==> src/rtl/uart_rx_oversampler.sv <==
// uart_rx_oversampler: oversampling UART receive front end (8N1, LSB first).
// 2-flop synchroniser, 3-sample majority vote per bit, framing-error detect.
// Define UART_RX_PARITY_EN to build the 8E1 variant with parity checking.
module uart_rx_oversampler #(
   parameter int unsigned SAMPLE_RATIO = 16
) (
   input  logic       clk,
   input  logic       rst_n,
   input  logic       sample_tick,
   input  logic       din,
   output logic [7:0] data,
   output logic       valid,
   output logic       frame_err,
   output logic       parity_err,
   output logic       busy
);

   localparam int unsigned CW = $clog2(SAMPLE_RATIO);
   localparam int unsigned M  = SAMPLE_RATIO / 2;

   localparam logic [CW-1:0] CNT_LAST = CW'(SAMPLE_RATIO - 1);
   localparam logic [CW-1:0] CNT_SA   = CW'(M - 1);
   localparam logic [CW-1:0] CNT_SB   = CW'(M);
   localparam logic [CW-1:0] CNT_DEC  = CW'(M + 1);

   localparam logic [2:0] IDLE   = 3'd0;
   localparam logic [2:0] START  = 3'd1;
   localparam logic [2:0] DATA   = 3'd2;
   localparam logic [2:0] STOP   = 3'd3;
   localparam logic [2:0] BREAK  = 3'd4;
`ifdef UART_RX_PARITY_EN
   localparam logic [2:0] PARITY = 3'd5;
`endif

   logic          s1, ds;
   logic [2:0]    state, state_n;
   logic [CW-1:0] cnt, cnt_n;
   logic [2:0]    idx, idx_n;
   logic [7:0]    sh, sh_n;
   logic          v0, v0_n, v1, v1_n;
   logic [7:0]    data_n;
   logic          valid_n, frame_err_n, busy_n;
   logic          maj_c;
`ifdef UART_RX_PARITY_EN
   logic          par_bad, par_bad_n;
   logic          parity_err_n;
`endif

   // Two-flop synchroniser for the asynchronous serial line
   always_ff @(posedge clk) begin
      if (!rst_n) begin
         s1 <= 1'b1;
         ds <= 1'b1;
      end else begin
         s1 <= din;
         ds <= s1;
      end
   end

   // 2-of-3 vote over the samples at M-1, M and the current one at M+1
   assign maj_c = (v0 & v1) | (v0 & ds) | (v1 & ds);

   // State and output registers
   always_ff @(posedge clk) begin
      if (!rst_n) begin
         state     <= IDLE;
         cnt       <= '0;
         idx       <= '0;
         sh        <= '0;
         v0        <= 1'b1;
         v1        <= 1'b1;
         data      <= '0;
         valid     <= 1'b0;
         frame_err <= 1'b0;
         busy      <= 1'b0;
      end else begin
         state     <= state_n;
         cnt       <= cnt_n;
         idx       <= idx_n;
         sh        <= sh_n;
         v0        <= v0_n;
         v1        <= v1_n;
         data      <= data_n;
         valid     <= valid_n;
         frame_err <= frame_err_n;
         busy      <= busy_n;
      end
   end

`ifdef UART_RX_PARITY_EN
   // Parity tracking and error flag registers
   always_ff @(posedge clk) begin
      if (!rst_n) begin
         par_bad    <= 1'b0;
         parity_err <= 1'b0;
      end else begin
         par_bad    <= par_bad_n;
         parity_err <= parity_err_n;
      end
   end
`else
   assign parity_err = 1'b0;
`endif

   // Next-state and next-output logic; everything holds between sample ticks
   always_comb begin
      state_n     = state;
      cnt_n       = cnt;
      idx_n       = idx;
      sh_n        = sh;
      v0_n        = v0;
      v1_n        = v1;
      data_n      = data;
      valid_n     = 1'b0;
      frame_err_n = 1'b0;
      busy_n      = busy;
`ifdef UART_RX_PARITY_EN
      par_bad_n    = par_bad;
      parity_err_n = 1'b0;
`endif
      if (sample_tick) begin
         cnt_n = (cnt == CNT_LAST) ? '0 : cnt + CW'(1);
         if (cnt == CNT_SA) v0_n = ds;
         if (cnt == CNT_SB) v1_n = ds;
         case (state)
            IDLE: begin
               cnt_n = '0;
               if (!ds) begin
                  cnt_n   = CW'(1);
                  busy_n  = 1'b1;
                  state_n = START;
               end
            end
            START: begin
               if (cnt == CNT_DEC && maj_c) begin
                  state_n = IDLE;
                  busy_n  = 1'b0;
                  cnt_n   = '0;
               end else if (cnt == CNT_LAST) begin
                  state_n = DATA;
                  idx_n   = '0;
               end
            end
            DATA: begin
               if (cnt == CNT_DEC) sh_n = {maj_c, sh[7:1]};
               if (cnt == CNT_LAST) begin
                  idx_n = idx + 3'd1;
`ifdef UART_RX_PARITY_EN
                  if (idx == 3'd7) state_n = PARITY;
`else
                  if (idx == 3'd7) state_n = STOP;
`endif
               end
            end
`ifdef UART_RX_PARITY_EN
            PARITY: begin
               if (cnt == CNT_DEC) par_bad_n = ^{sh, maj_c};
               if (cnt == CNT_LAST) state_n = STOP;
            end
`endif
            STOP: begin
               if (cnt == CNT_DEC) begin
                  data_n = sh;
                  if (maj_c) begin
                     state_n = IDLE;
                     busy_n  = 1'b0;
                     cnt_n   = '0;
`ifdef UART_RX_PARITY_EN
                     valid_n      = !par_bad;
                     parity_err_n = par_bad;
`else
                     valid_n = 1'b1;
`endif
                  end else begin
                     state_n     = BREAK;
                     frame_err_n = 1'b1;
`ifdef UART_RX_PARITY_EN
                     parity_err_n = par_bad;
`endif
                  end
               end
            end
            BREAK: begin
               if (ds) begin
                  state_n = IDLE;
                  busy_n  = 1'b0;
                  cnt_n   = '0;
               end
            end
            default: begin
               state_n = IDLE;
               busy_n  = 1'b0;
               cnt_n   = '0;
            end
         endcase
      end
   end

endmodule

==> config.mk <==
export PLATFORM = sky130hd
export DESIGN_NAME = uart_rx_oversampler
export DESIGN_NICKNAME = d
export VERILOG_FILES = /design/src/rtl/uart_rx_oversampler.sv
export SDC_FILE = /design/constraint.sdc
export NUM_CORES = 1
export LEC_CHECK = 0
export ABC_CLOCK_PERIOD_IN_PS = 2600
export CORE_MARGIN = 2
export CORE_UTILIZATION = 45
export DETAILED_ROUTE_END_ITERATION = 7
export PLACE_DENSITY_LB_ADDON = 0.3
export SLEW_MARGIN = 20
export SYNTH_ARGS = -nofsm -noshare
export SYNTH_HDL_FRONTEND = slang
export SYNTH_SLANG_ARGS = --single-unit
==> constraint.sdc <==
create_clock -name clk -period 2.6 [get_ports clk]
set_input_delay 0.65 -clock clk [delete_from_list [all_inputs] [get_ports clk]]
set_output_delay 0.65 -clock clk [all_outputs]
set_load 0.02 [all_outputs]
### Yosys cells after proc, flatten, opt, wreduce, memory -nomap -nowiden

Cells that the tools add are included.

* flip-flop bits (word level): 33
* input port bits: 4
* output and inout port bits: 12
* logic and storage cells: 78

* $add $sub $neg: 2
* equality and inequality tests: 19
* mux-type cells: 28
* bitwise logic cells: 6
* reduce and logical (&&, ||, !) cells: 11

Operator list (count)
* two-way mux 3 bit: 11
* two-way mux 4 bit: 5
* one-hot mux 4 bit (5 select lines): 1
* != test 2 bit, second input constant: 9
* one-hot mux 3 bit (5 select lines): 1
* AND reduction 7 bit: 2
* == test 4 bit, second input constant: 3
* two-way mux 1 bit: 8
* == test 3 x 2 -> 1 bit, second input constant: 2
* == test 3 bit, second input constant: 2
* one-hot mux 3 bit (2 select lines): 1
* AND reduction 3 bit: 2
* one-hot mux 1 bit (5 select lines): 1
* AND reduction 5 bit: 1
* adder 4 x 1 -> 4 bit, second input constant: 1
* == test 4 x 3 -> 1 bit, second input constant: 1
* AND reduction 2 bit: 2
* AND reduction 4 bit: 1
* adder 3 x 1 -> 3 bit, second input constant: 1
* AND 1 bit: 3
* == test 3 x 1 -> 1 bit, second input constant: 1
* logical NOT 3 bit: 1
* != test 3 bit, second input constant: 1
* bitwise OR 1 bit: 2
* 3 further kinds: 3

### Longest topological paths before layout

* word-level depth: 6
* gate-level depth with buffers: 7
* gate-level depth less buffers: 6

### Worst setup path before layout

OpenSTA, ideal clock, no wires.

* kind: input -> register
* start point: input port sample_tick
* end point: register idx[1]
* library setup time: 0.117 ns
* arrival time: 1.623 ns
* data required time: 2.483 ns
* setup slack: 0.860 ns
* cell stages on the path: 5
* buffers on the path: 1
* cells stage by stage: clkbuf_1 -> nand4_1 -> a2111oi_2 -> nor2_1 -> a32o_1

* cells in the longest elaborated chain, start to end: 1

Ends and longest elaborated chain
* from (decl): line 9 `input logic sample_tick,`
* AND reduction 5 bit (no source line)
* to (signal assigned): line 79 `idx <= idx_n;`
* to (decl): line 38 `logic [2:0] idx, idx_n;`

No other way between the ends.
A chain may end at the register's enable or synchronous reset.

### Worst setup path after layout

* start point: register data[7]
* end point: output port data[7]

RTL lines
* from (decl): line 11 `output logic [7:0] data,`
* from (signal assigned): line 83 `data <= data_n;`

No word-level cell between the ends.

==> out/qor.csv <==
stage,metric,value,unit
status,status,completed,
floorplanning,core,0.003311,mm²
sta,finalCritPeriodShare,75.26,%
pwr,p_leak,0.6831,nW
flow_run,drv_cap,0,
logic_synthesis,async_flop_share,0,%
detailed_routing,route.detailed.drc,0,
finish,multi_input_area,815.8,µm²
floorplanning,num_rows,21,
place,placed_area,0.001719,mm²
global_route,grt_max_degree,18,
logic_synthesis,synth_top_cell_area_share,42.79,%
clock_network,post-cts-setup-buffer-count,0,
finish,area_delta_synth_final,14.91,%
detailed_routing,first_pass_iters,4,
worst_setup_path,cp-end-kind,output port,
sta,finClkSkew,9.624,ps
sta,fmax,511.0,MHz
worst_setup_path,cp-start-kind,flip-flop,
logic_synthesis,seq_area_frac_synth,42.79,%
detailed_routing,via_count,1224,
floorplanning,dieHeight,62.58,µm
clock_network,post_cts_resize_count,0,
logic_synthesis,synth_mux_area_share,7.780,%
worst_setup_path,critPathSlowestCell,clkdlybuf4s50_1,
clock_network,insertion_delay,340,ps
worst_setup_path,cp_max_fo,2,
logic_synthesis,ys_warn_count,0,
logic_synthesis,synth_compound_area_share,15.48,%
global_route,grt_pass1_vias,1174,
logic_synthesis,synth-adder-area-share,4.943,%
clock_network,cts.sinks,33,
sta,slew_viol_final,0,
detailed_routing,wl,3.053,mm
place,dp_hpwl,2.145,mm
finish,diodes,0,
logic_synthesis,avgSynthCellArea,9.301,µm²
detailed_routing,drt_iter0_markers,82,
logic_synthesis,synth.distinct_cells,47,
worst_setup_path,cpPeakStageDelay,600,ps
worst_setup_path,worst-path-buf-inv,1,
detailed_routing,antenna_left,0,
logic_synthesis,synth_top_family_by_area,simple AND/OR/NAND/NOR gates,
clock_network,cts_buffers,5,
finish,seqCellArea,660.6,µm²
floorplanning,io_pins,16,
logic_synthesis,dominantRegCellSynth,dfxtp_1,
sta,holdWs,427.5,ps
min_path,hp-class,flip-flop to flip-flop,
clock_network,cts_tree,done,
finish,drive_above_1_share,11.05,%
clock_network,cts_buffer_depth,2,
clock_network,clkTransAtPathRegs,110,ps
pwr,ir_worst_vdd,0.0003311,V
finish,nNetsFinal,189,
detailed_routing,vias_per_cell,5.392,
worst_setup_path,crit_family,buffers and inverters,
logic_synthesis,synth_largest_area_cell,dfxtp_1,
clock_network,htreeDepth,2,
floorplanning,initial_core_util,46.64,%
clock_network,cts_root_buffer,clkbuf_4,
logic_synthesis,syn-instance-count,166,
logic_synthesis,ys_top_cells_by_area,"dfxtp_1 43%, mux2i_1 7.8%, nand2_1 5.8%, a21oi_1 4.2%, ha_1 4.1%",
sta,final_hold_viol_count,0,
global_route,gr-total-overflow,0,
sta,fin_tns_setup,0,ps
worst_setup_path,worstSetupPathType,flip-flop to output port,
worst_setup_path,critical_path_arrival,1310,ps
global_route,antenna_found_initial,0,
place,gp_congestion,0.8572,
detailed_routing,wl_per_cell,13.45,µm
worst_setup_path,required,1950,ps
logic_synthesis,syn_area,0.001544,mm²
logic_synthesis,synth_seq_cells,33,
logic_synthesis,syn_nets,175,
sta,finalSetupViolCount,0,
floorplanning,die_w,62.58,µm
finish,fill_cells,330,
global_route,grt_util_all_layers,16.95,%
clock_network,hold_buffers,0,
logic_synthesis,synth-simple-area-share,23.26,%
floorplanning,dieArea,0.003916,mm²
logic_synthesis,synth_edf_count,0,
worst_setup_path,worstPathCellList,clkdlybuf4s50_1,
sta,period_minus_slack,1957,ps
finish,stdcell_area,0.001774,mm²
logic_synthesis,synth_xor_area_share,1.135,%
pwr,pwr_density_cell,478.8,mW/mm²
place,io_buffers,14,
sta,rsz0062_at_grt,false,
global_route,grt_pass1_wl,5.285,mm
## metal layers
layer / wire [µm] / GRT usage, % / up-vias
li1: - / - / 613
met1: 1346 / 19.61 / 581
met2: 1537 / 29.03 / 26
met3: 125 / 5.045 / 4
met4: 44 / 7.222 / 0
met5: 0 / 0 / -
## power breakdown
| group | total (mW) | switching (mW) | internal, mW |
|---|---|---|---|
| Clock | 0.287 | 0.185 | 0.102 |
| Combinational | 0.0467 | 0.0265 | 0.0202 |
| Sequential | 0.516 | 0.00706 | 0.509 |
## worst paths after layout
path / start / to / slack, ps / depth (start not counted)
worst min register to register: s1$_SDFF_PN1_ / ds$_SDFF_PN1_ / 430 / 1
worst max-delay path: data[7]$_SDFFE_PN0P_ / data[7] / 640 / 1
worst max register to register: cnt[1]$_SDFFE_PN0P_ / busy$_SDFFE_PN0P_ / 810 / 6
worst min-delay path: s1$_SDFF_PN1_ / ds$_SDFF_PN1_ / 430 / 1
## cell families after synthesis
group	Yosys count
AO/OA/AOI/OAI	31
XOR/XNOR	2
adder cells (fa/ha/maj)	6
buffers and inverters	15
flip-flops	33
multiplexers	12
other	1
AND/OR/NAND/NOR	66
## cell type report
| cell class | count | share of cell area, % |
|---|---|---|
| sequential | 33 | 37.24 |
| tap | 46 | 3.244 |
| multi-input combinational | 118 | 45.98 |
| clock inverter | 3 | 0.9873 |
| timing repair buffer | 18 | 9.591 |
| clock buffer | 5 | 2.116 |
| inverter | 4 | 0.8463 |
## sequential cells by signal (all words and copies together) (netlist names)
name,count
sh,8
busy,1
s1,1
ds,1
state,3
valid,1
cnt,4
frame_err,1
idx,3
data,8
v1,1
v0,1
## metrics by stage
step           setup WS (ps)  power (mW)  utilization [%]  cells
2_1_floorplan          859.8      0.5596                -    166
3_3_place_gp           521.8      0.5730            51.93    219
3_5_place_dp           513.5      0.5741            51.93    219
4_1_cts                621.2      0.8580            53.59    227
5_1_grt                595.1      0.8874            53.59    227
6_report               643.2      0.8496            53.59    227
## Yosys cell counts (all sizes together), types with 2 or more instances
cell type and n:
a32o 2, xnor2 2, nand4 2, mux2i 12, a211oi 3, nand4b 3, buf 5, a21oi 14
or3 2, nand2b 7, ha 5, nor3 3, inv 4, nor2 11, nand2 24, nor4b 2
clkbuf 6, dfxtp 33
## layout by cell type (no fill, tap or decap), drive strengths merged, types with 2 or more instances in the layout
cell / n
clkinv: 2
clkdlybuf4s50: 14
ha: 5
inv: 4
a21oi: 14
nand4: 2
buf: 4
a32o: 2
or3: 2
mux2i: 12
nand2b: 7
nor2: 11
nor4b: 2
a211oi: 3
dfxtp: 33
nor3: 3
nand2: 24
xnor2: 2
nand4b: 3
clkbuf: 5
(Power assumes the default switching activity.)
